[config.mk]
export PLATFORM = sky130hd
export DESIGN_NAME = hand_bank
export DESIGN_NICKNAME = d
export VERILOG_FILES = /design/src/rtl/hand_bank.sv
export SDC_FILE = /design/constraint.sdc
export NUM_CORES = 1
export LEC_CHECK = 0
export ABC_CLOCK_PERIOD_IN_PS = 5550
export CORE_MARGIN = 2
export CORE_UTILIZATION = 50
export DETAILED_ROUTE_END_ITERATION = 10
export PLACE_DENSITY = 0.8
export RECOVER_POWER = 25
export SETUP_SLACK_MARGIN = 0.02
export SLEW_MARGIN = 20
export SYNTH_ARGS = -nofsm -noshare
export SYNTH_HDL_FRONTEND = slang
export SYNTH_SLANG_ARGS = --single-unit
[constraint.sdc]
create_clock -name slow_clock -period 5.55 [get_ports slow_clock]
set_clock_uncertainty 0.1 [all_clocks]
set_input_delay 1.11 -clock slow_clock [delete_from_list [all_inputs] [get_ports slow_clock]]
set_output_delay 1.11 -clock slow_clock [all_outputs]
set_load 0.01 [all_outputs]
[src/rtl/hand_bank.sv]
// -----------------------------------------------------------------------------
// hand_bank
//   Card store for NUM_HANDS hands of up to CARDS_PER_HAND cards each. Dealt
//   cards arrive over a valid/ready handshake. Each hand keeps a fill count and
//   a running baccarat score (sum of card values mod 10).
//
//   Optional feature macro: HAND_NATURAL_EN
//     defined   - natural[h] latches when a hand's second card brings its score
//                 to 8 or 9, and that hand then refuses further cards.
//     undefined - natural is tied to zero and hands fill to CARDS_PER_HAND.
//
// Ports
//   slow_clock  sole clock, rising edge
//   reset       asynchronous active-high clear of all state
//   clear       synchronous clear of every hand (new round), beats any deal
//   new_card    card code 1=A, 2..10, 11=J, 12=Q, 13=K
//   deal_valid  new_card is offered to hand deal_hand
//   deal_hand   target hand index
//   deal_ready  combinational: target hand can take new_card this cycle
//   cards       slot s of hand h at [(h*CARDS_PER_HAND+s)*4 +: 4], empty slot = 0
//   count       cards held by hand h at [h*CW +: CW]
//   score       running score of hand h at [h*4 +: 4], 0..9
//   hand_full   count == CARDS_PER_HAND, one bit per hand
//   err         one-cycle pulse the cycle after a refused offer
//   natural     per-hand natural flag (zero unless HAND_NATURAL_EN)
// -----------------------------------------------------------------------------
module hand_bank #(
   parameter int unsigned NUM_HANDS      = 2,
   parameter int unsigned CARDS_PER_HAND = 3,
   localparam int unsigned HW = (NUM_HANDS > 1) ? $clog2(NUM_HANDS) : 1,
   localparam int unsigned CW = $clog2(CARDS_PER_HAND + 1)
) (
   input  logic                                  slow_clock,
   input  logic                                  reset,
   input  logic                                  clear,
   input  logic [3:0]                            new_card,
   input  logic                                  deal_valid,
   input  logic [HW-1:0]                         deal_hand,
   output logic                                  deal_ready,
   output logic [NUM_HANDS*CARDS_PER_HAND*4-1:0] cards,
   output logic [NUM_HANDS*CW-1:0]               count,
   output logic [NUM_HANDS*4-1:0]                score,
   output logic [NUM_HANDS-1:0]                  hand_full,
   output logic                                  err,
   output logic [NUM_HANDS-1:0]                  natural
);

   localparam logic [CW-1:0] FullCnt = CW'(CARDS_PER_HAND);

   // ---------------------------------------------------------------------------
   // State
   // ---------------------------------------------------------------------------
   logic [3:0]    cards_q [NUM_HANDS][CARDS_PER_HAND];
   logic [3:0]    cards_d [NUM_HANDS][CARDS_PER_HAND];
   logic [CW-1:0] count_q [NUM_HANDS];
   logic [CW-1:0] count_d [NUM_HANDS];
   logic [3:0]    score_q [NUM_HANDS];
   logic [3:0]    score_d [NUM_HANDS];
   logic          err_q;
   logic          err_d;
`ifdef HAND_NATURAL_EN
   logic [NUM_HANDS-1:0] natural_q;
   logic [NUM_HANDS-1:0] natural_d;
`endif

   // ---------------------------------------------------------------------------
   // Handshake decode
   // ---------------------------------------------------------------------------
   logic [NUM_HANDS-1:0] hand_sel;   // one-hot target; all zero when out of range
   logic [NUM_HANDS-1:0] full_vec;
   logic [NUM_HANDS-1:0] closed_vec; // hands that refuse any further card
   logic                 code_ok;
   logic                 accept;
   logic [3:0]           card_val;
   logic [3:0]           sel_score;
   logic [4:0]           sum;
   logic [3:0]           new_score;

   always_comb begin
      hand_sel = '0;
      full_vec = '0;
      for (int h = 0; h < int'(NUM_HANDS); h++) begin
         hand_sel[h] = (deal_hand == HW'(h));
         full_vec[h] = (count_q[h] == FullCnt);
      end
   end

`ifdef HAND_NATURAL_EN
   assign closed_vec = full_vec | natural_q;
`else
   assign closed_vec = full_vec;
`endif

   assign code_ok    = (new_card != 4'd0) && (new_card <= 4'd13);
   assign deal_ready = !clear && (|hand_sel) && !(|(hand_sel & closed_vec)) && code_ok;
   assign accept     = deal_valid && deal_ready;

   // Face cards and tens count as zero.
   assign card_val = (new_card <= 4'd9) ? new_card : 4'd0;

   always_comb begin
      sel_score = '0;
      for (int h = 0; h < int'(NUM_HANDS); h++) begin
         if (hand_sel[h]) begin
            sel_score = score_q[h];
         end
      end
   end

   // Both operands are at most 9, so one conditional subtract keeps the result in 0..9.
   assign sum       = {1'b0, sel_score} + {1'b0, card_val};
   assign new_score = (sum >= 5'd10) ? 4'(sum - 5'd10) : sum[3:0];

   // ---------------------------------------------------------------------------
   // Next state
   // ---------------------------------------------------------------------------
   always_comb begin
      cards_d = cards_q;
      count_d = count_q;
      score_d = score_q;
`ifdef HAND_NATURAL_EN
      natural_d = natural_q;
`endif
      // A refused offer is reported only when clear is not absorbing it.
      err_d = deal_valid && !deal_ready && !clear;

      if (clear) begin
         for (int h = 0; h < int'(NUM_HANDS); h++) begin
            count_d[h] = '0;
            score_d[h] = '0;
            for (int s = 0; s < int'(CARDS_PER_HAND); s++) begin
               cards_d[h][s] = '0;
            end
         end
`ifdef HAND_NATURAL_EN
         natural_d = '0;
`endif
      end else if (accept) begin
         for (int h = 0; h < int'(NUM_HANDS); h++) begin
            if (hand_sel[h]) begin
               count_d[h] = count_q[h] + CW'(1);
               score_d[h] = new_score;
               for (int s = 0; s < int'(CARDS_PER_HAND); s++) begin
                  if (count_q[h] == CW'(s)) begin
                     cards_d[h][s] = new_card;
                  end
               end
`ifdef HAND_NATURAL_EN
               // This accept is the hand's second card.
               if ((count_q[h] == CW'(1)) && (new_score >= 4'd8)) begin
                  natural_d[h] = 1'b1;
               end
`endif
            end
         end
      end
   end

   // ---------------------------------------------------------------------------
   // Registers
   // ---------------------------------------------------------------------------
   always_ff @(posedge slow_clock or posedge reset) begin
      if (reset) begin
         for (int h = 0; h < int'(NUM_HANDS); h++) begin
            count_q[h] <= '0;
            score_q[h] <= '0;
            for (int s = 0; s < int'(CARDS_PER_HAND); s++) begin
               cards_q[h][s] <= '0;
            end
         end
         err_q <= 1'b0;
`ifdef HAND_NATURAL_EN
         natural_q <= '0;
`endif
      end else begin
         cards_q <= cards_d;
         count_q <= count_d;
         score_q <= score_d;
         err_q   <= err_d;
`ifdef HAND_NATURAL_EN
         natural_q <= natural_d;
`endif
      end
   end

   // ---------------------------------------------------------------------------
   // Flattened outputs
   // ---------------------------------------------------------------------------
   always_comb begin
      cards = '0;
      count = '0;
      score = '0;
      for (int h = 0; h < int'(NUM_HANDS); h++) begin
         count[h*CW +: CW] = count_q[h];
         score[h*4 +: 4]   = score_q[h];
         for (int s = 0; s < int'(CARDS_PER_HAND); s++) begin
            cards[(h*int'(CARDS_PER_HAND) + s)*4 +: 4] = cards_q[h][s];
         end
      end
   end

   assign hand_full = full_vec;
   assign err       = err_q;

`ifdef HAND_NATURAL_EN
   assign natural = natural_q;
`else
   assign natural = '0;
`endif

endmodule
==> results of run 1 <==
[cell families after synthesis]
logic type                 count (synthesis)  share of synthesized area
and+or+nand+nor                           93                      0.232
AOI/OAI and AO/OA                         46                      0.167
DFF                                       37                      0.413
buffers and inverters                     24                     0.0581
adders and majority gates                 14                     0.0816
muxes                                      7                     0.0341
xor gates and xnor gates                   3                     0.0117
other                                      1                    0.00167
[cells in the mapped netlist (all sizes together)]
cell type  instances
or4                1
a21oi             31
and3b              1
a2111oi            2
dfrtp             37
mux2               5
a211o              2
a221o              1
clkbuf             6
buf                9
o31ai              2
a2111o             2
o211ai             1
nand4              3
inv                9
conb               1
nand2b             2
nor3b              2
fa                 1
o21ai              1
xor2               1
nand3b             4
o221ai             1
mux2i              2
nand3             26
nor3               2
o311ai             2
and2               2
nor2b              4
nor2               5
nand2             39
and4               2
xnor2              2
ha                13
a21o               1
[per-layer routing]
layer	vias to the layer above	wire length, um	GRT usage
li1	871	-	-
met3	10	330	0.0456
met1	871	2180	0.281
met2	59	2170	0.304
met4	0	88	0.0776
met5	-	0	0
[metrics by stage]
step,util,cell area (sq um)
3_3_place_gp,0.625,2700
6_report,0.645,2790
4_1_cts,0.646,2790
5_1_grt,0.645,2790
2_1_floorplan,-,2240
3_5_place_dp,0.625,2700
[worst reg2reg max path, cell delays in order (launching register included)]
cell,delay (ps)
dfrtp_1,420
mux2_2,280
ha_1,210
fa_1,400
xor2_1,210
inv_1,100
ha_1,260
o221ai_1,90
nand3_1,200
a2111oi_0,510
a211o_1,160
[worst min-delay path by stage]
stage	startpoint	endpoint	slack, ps	cells past startpoint
CTS	cards[12]	cards[12]	440	2
finish	cards[20]	cards[20]	440	2
detailed placement	cards[1]	cards[1]	430	2
global placement	cards[12]	cards[12]	420	2
floorplan	score[7]	score[7]	460	2
global route	cards[10]	cards[10]	460	2
[flip-flops by register name, indices dropped and copies added, names as in the netlist]
register	count
err	1
cards	24
score	8
count	4
[report_power, final]
| group | switching, mW | internal (mW) |
|---|---|---|
| Sequential | 0.00702 | 0.278 |
| Clock | 0.102 | 0.0890 |
| Combinational | 0.0667 | 0.0478 |
| Total | 0.176 | 0.415 |
[cells in the final DEF, fill, tap and decap left out, drive strengths merged, types with 2 or more instances in the layout]
| cell type | Yosys | routed |
|---|---|---|
| clkinv | 0 | 3 |
| clkbuf | 6 | 6 |
| dfrtp | 37 | 37 |
| nand4 | 3 | 3 |
| and4 | 2 | 2 |
| ha | 13 | 13 |
| a2111oi | 2 | 2 |
| nor2 | 5 | 5 |
| nor2b | 4 | 4 |
| a21oi | 31 | 31 |
| and2 | 2 | 2 |
| o311ai | 2 | 2 |
| nand3 | 26 | 26 |
| inv | 9 | 9 |
| nand2 | 39 | 39 |
| mux2 | 5 | 5 |
| nand3b | 4 | 4 |
| a211o | 2 | 2 |
| a2111o | 2 | 2 |
| nand2b | 2 | 2 |
| conb | 1 | 2 |
| nor3 | 2 | 2 |
| clkdlybuf4s50 | 0 | 46 |
| xnor2 | 2 | 2 |
| o31ai | 2 | 2 |
| mux2i | 2 | 2 |
| buf | 9 | 2 |
| nor3b | 2 | 2 |
[cell type report]
type                            count  area share
Tap cell                           52      0.0233
Inverter                            9      0.0121
Timing Repair Buffer               50       0.174
Sequential cell                    37       0.332
Multi-Input combinational cell    165       0.426
Clock buffer                        5      0.0247
Clock inverter                      3     0.00807
==> results_dict.tcl, run 1 <==
set metrics [dict create \
    fmaxAchievable_mhz 226 \
    cts-resized-gates 0 \
    viasPerCell 5.64 \
    r2r.worst_path.cells 10 \
    grt_pass1_wl_um 7890 \
    crit_cells 5 \
    cp-endpoint "deal_ready" \
    min_period_ps 4430 \
    finalHoldViolCount 0 \
    cp_num_buf_inv 2 \
    cts_made_buffers 5 \
    path_delay_family "buffers and inverters" \
    grt_use_total 0.200 \
    synth_top_cell_by_area "dfrtp_1" \
    place_congestion 0.816 \
    drcViolationCount 0 \
    total_power_mw 0.591 \
    vias 1811 \
    rsz0062_at_grt "no" \
    synth-seq-area-share 0.413 \
    grt_max_degree 48 \
    avgSynthCellArea_sq_um 9.95 \
    crit_start "new_card[1]" \
    reg2reg_slack_ps 2560 \
    cp_common_cell "clkdlybuf4s50_1" \
    clkSinkCount 37 \
    coreArea_sq_um 4320 \
    ys_ff_latch 37 \
    violations "max-capacitance violations, max-slew violations" \
    critical_path_arrival_ps 3220 \
    tritoncts "yes" \
    final_max_slew_viol_count 38 \
    p_leak_nw 1.18 \
    die_w_um 70.9 \
    drtIter0Drc 139 \
    area_growth_pct 24.6 \
    io_pins 51 \
    multi_input_area_sq_um 1190 \
    diodes 0 \
    dp_hpwl_um 3310 \
    wl_per_cell_um 14.8 \
    tns_ps 0 \
    synth_cell_type_count 42 \
    fill_cells 378 \
    final_cell_count_no_fill 321 \
    ir_drop_mv 0.139 \
    whs_ps 439 \
    antenna_found_initial 0 \
    wl_um 4770 \
    grt.overflow.total 0 \
    die_y_um 70.9 \
    period_share 0.797 \
    synthCells 225 \
    ff_latch_area_sq_um 926 \
    clkLatencyLatePin_ps 300 \
    first_global_vias 1654 \
    drt-pass1-iter-count 4 \
    start_util 0.518 \
    yosys-top-cells-area "dfrtp_1 41%, a21oi_2 9.4%, ha_1 7.3%, nand3_1 5.8%, nand2_1 5.5%" \
    critPathMaxFanout 11 \
    synthDominantCellAreaShare 0.413 \
    min-delay-path-class "reg2reg" \
    setup_viol 0 \
    r2r_end "score[6]" \
    worst_path_max_delay_cell "or4_1" \
    timing.final.ws_setup_ps 1120 \
    port_buffers 48 \
    dieArea_sq_um 5030 \
    yosys_warnings 0 \
    ctsHoldBuffers 0 \
    status "finished with violations" \
    slew_headroom -0.284 \
    r2r_start "score[0]" \
    h-tree-depth 2 \
    crit_chain "clkdlybuf4s50_1 -> or4_1 -> o211ai_1 -> nor2_1 -> clkdlybuf4s50_1" \
    tightest_slew_ps 1930 \
    end_kind "output pin" \
    floorplan.rows 24 \
    post_cts_buffers 0 \
    place_ws_ps 1120 \
    syn_area_sq_um 2240 \
    clkTransAtPathRegs_ps 80 \
    cts_buffer_depth 2 \
    nets 291 \
    ant_nets 0 \
    worstSetupStartpointType "input pin" \
    drv_cap 1 \
    worst-endpoint-required_ps 4340 \
    placedCellCount 313 \
    drive_gt1_frac 0.186 \
    power.density_nw_per_um2 212 \
    cpPeakStageDelay_ps 720 \
    criticalPathCategory "in2out" \
    root_buffer "clkbuf_8" \
]
No activity file was read; power rests on OpenSTA's default activity.
==> run 2, diff against run 1 <==
Settings changed: ABC_CLOCK_PERIOD_IN_PS 5550 to 4150.
Clock period 5.55 ns to 4.15 ns, I/O delays scaled along.
==> run 2 against run 1 <==
Effect of this change: the run still ends with max-capacitance violations, max-slew violations left; via count increased by 0.83%; critical path depth increased by 6; count of clock-buffer cells in the layout increased by 1; sequential share of layout area decreased by 0.50 points; first-iteration DRC count increased by 10%; worst hold slack got worse by 1.8 ps; setup slack got worse by 780 ps; core utilization increased by 0.98 points; combinational power increased by 38%; critical path type is now in2reg.
==> results_dict.tcl, run 2 (synthesis gave the netlist of run 1 again) <==
set metrics [dict create \
    vias 1826 \
    dp_hpwl_um 3510 \
    nets 296 \
    first_global_vias 1859 \
    drtIter0Drc 153 \
    drt-pass1-iter-count 4 \
    tritoncts "yes" \
    worst_path_max_delay_cell "clkdlybuf4s50_1" \
    root_buffer "clkbuf_8" \
    power.internal_mw 0.573 \
    worst-endpoint-required_ps 4290 \
    setup_viol 0 \
    period_share 0.918 \
    diodes 0 \
    utilization 0.655 \
    grt_pass1_wl_um 8860 \
    grt_use_total 0.223 \
    total_power_mw 0.812 \
    wl_um 5090 \
    viasPerCell 5.60 \
    io_pins 51 \
    ctsHoldBuffers 0 \
    cts_made_buffers 5 \
    comb_power_share 0.196 \
    port_buffers 48 \
    final_cell_count_no_fill 326 \
    ant_nets 0 \
    die_w_um 70.9 \
    ir_drop_mv 0.174 \
    critPathMaxFanout 6 \
    crit_chain "clkdlybuf4s50_1 -> mux2_2 -> ha_1 -> fa_1 -> xor2_1 -> inv_1 -> ha_1 -> o221ai_1 -> nand3_1 -> a2111oi_0 -> a211o_1" \
    critical_path_arrival_ps 3950 \
    clkSinkCount 37 \
    drive_gt1_frac 0.201 \
    p_seq_frac 0.470 \
    clkLatencyLatePin_ps 300 \
    violations "max-capacitance violations, max-slew violations" \
    cts-resized-gates 0 \
    criticalPathCategory "in2reg" \
    drcViolationCount 0 \
    path_delay_family "adder cells" \
    p_leak_nw 1.20 \
    start_util 0.518 \
    grt.overflow.total 0 \
    fmaxAchievable_mhz 263 \
    placedCellCount 318 \
    p_sw_mw 0.238 \
    wl_per_cell_um 15.6 \
    min_period_ps 3810 \
    tns_ps 0 \
    clkTransAtPathRegs_ps 80 \
    worstSetupStartpointType "input pin" \
    swShare 0.293 \
    status "finished with violations" \
    dieArea_sq_um 5030 \
    final_common_cell "clkdlybuf4s50_1" \
    final_max_slew_viol_count 38 \
    floorplan.rows 24 \
    rsz0062_at_grt "no" \
    cts_buffer_depth 2 \
    post_cts_buffers 0 \
    antenna_found_initial 0 \
    area_growth_pct 26.5 \
    h-tree-depth 2 \
    layout_common_cells "46 x clkdlybuf4s50_1, 37 x dfrtp_1, 33 x nand2_1" \
    drv_cap 1 \
    die_y_um 70.9 \
    cp_num_buf_inv 2 \
    slew_headroom -0.296 \
    grt_max_degree 47 \
    p_clk_frac 0.334 \
    finalHoldViolCount 0 \
    power.density_nw_per_um2 286 \
    end_kind "flip-flop" \
    largest_reg_flops 24 \
    coreArea_sq_um 4320 \
    cp_common_cell "ha_1" \
    cpPeakStageDelay_ps 540 \
    place_congestion 0.832 \
    tightest_slew_ps 1940 \
    min-delay-path-class "reg2reg" \
]
-- run 2: cell types whose count changed in the layout (fill, tap and decap cells not counted), sizes merged --
cell	before	now
buf	2	7
clkbuf	6	7
clkinv	3	2
-- run 2: worst reg2reg max path, cell delays in order, from the launching register on --
cell       delay, ps
dfrtp_1          420
mux2_2           280
ha_1             210
fa_1             420
xor2_1           250
inv_1            120
ha_1             260
o221ai_1          80
nand3_1          210
a2111oi_0        520
a211o_1          150
-- run 2: metrics by stage --
step                      instance area [sq um]  setup WS, ps  hold slack, ps
final                                      2830           341             437
after global placement                     2740           273             423
after CTS                                  2840           363             440
after detailed placement                   2740           115             427
after global routing                       2830          85.1             457
after floorplan                            2240           757             457
-- run 2: final cells by class --
cell class / count / area [sq um]
well taps: 52 / 65.1
fillers: 374 / 1490
inverters: 9 / 33.8
multi-input cells: 165 / 1190
flip-flops and latches: 37 / 926
clock buffers: 6 / 82.6
repair buffers: 55 / 524
clock inverters: 2 / 13.8
-- run 2: routing by layer --
metal  global-route usage  vias up  routed length (um)
met4               0.0943        0                 100
met5                    0        -                   0
li1                     -      881                   -
met1                0.301      882                2330
met2                0.355       54                2420
met3               0.0427        9                 248
-- run 2: path summary, 6_finish.rpt --
path,slack (ps),start,end,cells after the start
worst max-delay path,340,deal_hand,score[6],11
worst max register to register,1070,score[4],score[6],10
max in group asynchronous,1270,reset,score[5],3
min in group asynchronous,1570,reset,cards[4],3
worst min register to register,440,cards[12],cards[12],2
worst min-delay path,440,cards[12],cards[12],2
-- run 2: power groups by stage --
stage / Clock (mW) / Combinational (mW) / Sequential [mW]
2_1_floorplan: 0 / 0.0997 / 0.392
3_3_place_gp: 0 / 0.156 / 0.388
3_5_place_dp: 0 / 0.159 / 0.388
4_1_cts: 0.278 / 0.160 / 0.381
5_1_grt: 0.296 / 0.174 / 0.383
6_report: 0.271 / 0.159 / 0.381
==> run 3, diff against run 2 <==
Settings changed: CELL_PAD_IN_SITES_DETAIL_PLACEMENT set to 2, CELL_PAD_IN_SITES_GLOBAL_PLACEMENT set to 2, CORE_UTILIZATION 50 to 31, GPL_TIMING_DRIVEN set to 0, PLACE_DENSITY 0.8 to unset, PLACE_DENSITY_LB_ADDON set to 0.1.
==> run 3 against run 2 <==
Effect of this change: the flow now finishes without violations; routed wire length grew 27%; cell count grew 16%; sequential cell count did not move; power decreased by 0.47%; first-iteration DRC count is 60% lower; worst hold slack better by 1.2 ps; via count up 4.3%; setup slack worse by 100 ps; sequential power about the same; largest power group unchanged.
==> results_dict.tcl, run 3 (synthesis gave the netlist of run 1 again) <==
set metrics [dict create \
    ir_drop_mv 0.0959 \
    start_util 0.324 \
    port_buffers 48 \
    cts_made_buffers 5 \
    die_y_um 89 \
    grt_use_total 0.184 \
    vias 1904 \
    cts_buffer_depth 2 \
    clkLatencyLatePin_ps 300 \
    antenna_found_initial 0 \
    reg2reg_slack_ps 1190 \
    final_max_slew_viol_count 0 \
    finalHoldViolCount 0 \
    wl_per_cell_um 17.1 \
    slew_headroom 0.163 \
    status "finished, final reports clean" \
    coreArea_sq_um 6910 \
    floorplan.rows 30 \
    dp_hpwl_um 4820 \
    layout_common_cells "47 x clkdlybuf4s50_1, 37 x dfrtp_1, 33 x nand2_1" \
    nets 305 \
    diodes 0 \
    power.density_nw_per_um2 274 \
    critical_path_arrival_ps 3980 \
    wl_um 6490 \
    end_kind "flip-flop" \
    setup_viol 0 \
    die_w_um 89 \
    first_global_vias 2047 \
    clkTransAtPathRegs_ps 70 \
    area_growth_pct 31.8 \
    rsz0062_at_grt "no" \
    tightest_slew_ps 1260 \
    drtIter0Drc 61 \
    drt-pass1-iter-count 4 \
    place_congestion 0.727 \
    ant_nets 0 \
    utilization 0.428 \
    tritoncts "yes" \
    min-delay-path-class "reg2reg" \
    tns_ps 0 \
    root_buffer "clkbuf_8" \
    grt.overflow.total 0 \
    h-tree-depth 2 \
    ctsHoldBuffers 0 \
    largest_reg_flops 24 \
    io_pins 51 \
    clkSinkCount 37 \
    fmaxAchievable_mhz 256 \
    dieArea_sq_um 7920 \
    critPathMaxFanout 10 \
    min_period_ps 3910 \
    drcViolationCount 0 \
    grt_max_degree 23 \
    grt_pass1_wl_um 11000 \
    p_leak_nw 1.23 \
    drv_cap 0 \
    criticalPathCategory "in2reg" \
    period_share 0.942 \
    drive_gt1_frac 0.219 \
    worst-endpoint-required_ps 4220 \
    worstSetupStartpointType "input pin" \
    viasPerCell 5.02 \
    final_common_cell "clkdlybuf4s50_1" \
]
[run 3: cell count changes in the layout (fill, tap and decap cells not counted), sizes merged]
cell and change:
clkbuf +6, buf +2, clkdlybuf4s50 +1
[run 3: path summary, 6_finish.rpt]
| kind | startpoint | cells past startpoint | endpoint |
|---|---|---|---|
| min reg2reg | cards[19] | 2 | cards[19] |
| max in group asynchronous | reset | 3 | count[2] |
| max | new_card[3] | 13 | score[1] |
| min in group asynchronous | reset | 2 | cards[0] |
| min | cards[19] | 2 | cards[19] |
| max reg2reg | score[4] | 10 | score[1] |
[run 3: layout make-up]
class	instances	area (sq um)
fill	796	3950
multi-input combinational	165	1200
sequential	37	926
clock buffer	6	72.6
buffer	15	101
inverter	9	33.8
timing repair buffer	49	484
tap	96	120
clock inverter	2	10.0
[run 3: worst max-delay path, stage by stage]
cell	delay (ps)
clkdlybuf4s50_1	530
buf_2	260
o21ai_0	110
and2_1	170
ha_1	230
fa_1	400
xor2_1	230
inv_1	110
ha_1	270
o221ai_1	110
nand3_2	180
a2111o_1	430
o311ai_0	110
[run 3: where the power goes]
part / switching, mW / internal (mW) / leakage, nW
Sequential: 0.00969 / 0.372 / 0.511
Clock: 0.136 / 0.117 / 0.0450
Combinational: 0.101 / 0.0726 / 0.676
Total: 0.247 / 0.561 / 1.23
[run 3: layer usage]
metal | vias up | GRT usage | part of all wire | wire length (um)
li1 | 897 | - | - | -
met1 | 964 | 0.247 | 0.46 | 2960
met2 | 36 | 0.309 | 0.51 | 3290
met3 | 7 | 0.0314 | 0.026 | 166
met4 | 0 | 0.0488 | 0.012 | 78
met5 | - | 0 | 0 | 0
[run 3: per-stage QoR]
step	instance area [sq um]	hold WS, ps	worst slack (ps)	instances	power, mW
after floorplan	2240	457	757	226	0.492
after global placement	2840	420	-363	370	0.557
after detailed placement	2870	429	-355	371	0.564
after CTS	2960	443	52.5	379	0.825
after global routing	2950	464	20.2	379	0.856
final	2950	438	239	379	0.808
[run 3: repair_timing]
item                                    in CTS  in global routing
buffers inserted                             0                  0
endpoints found under the setup margin       4                  5
resized for setup                            3                  7
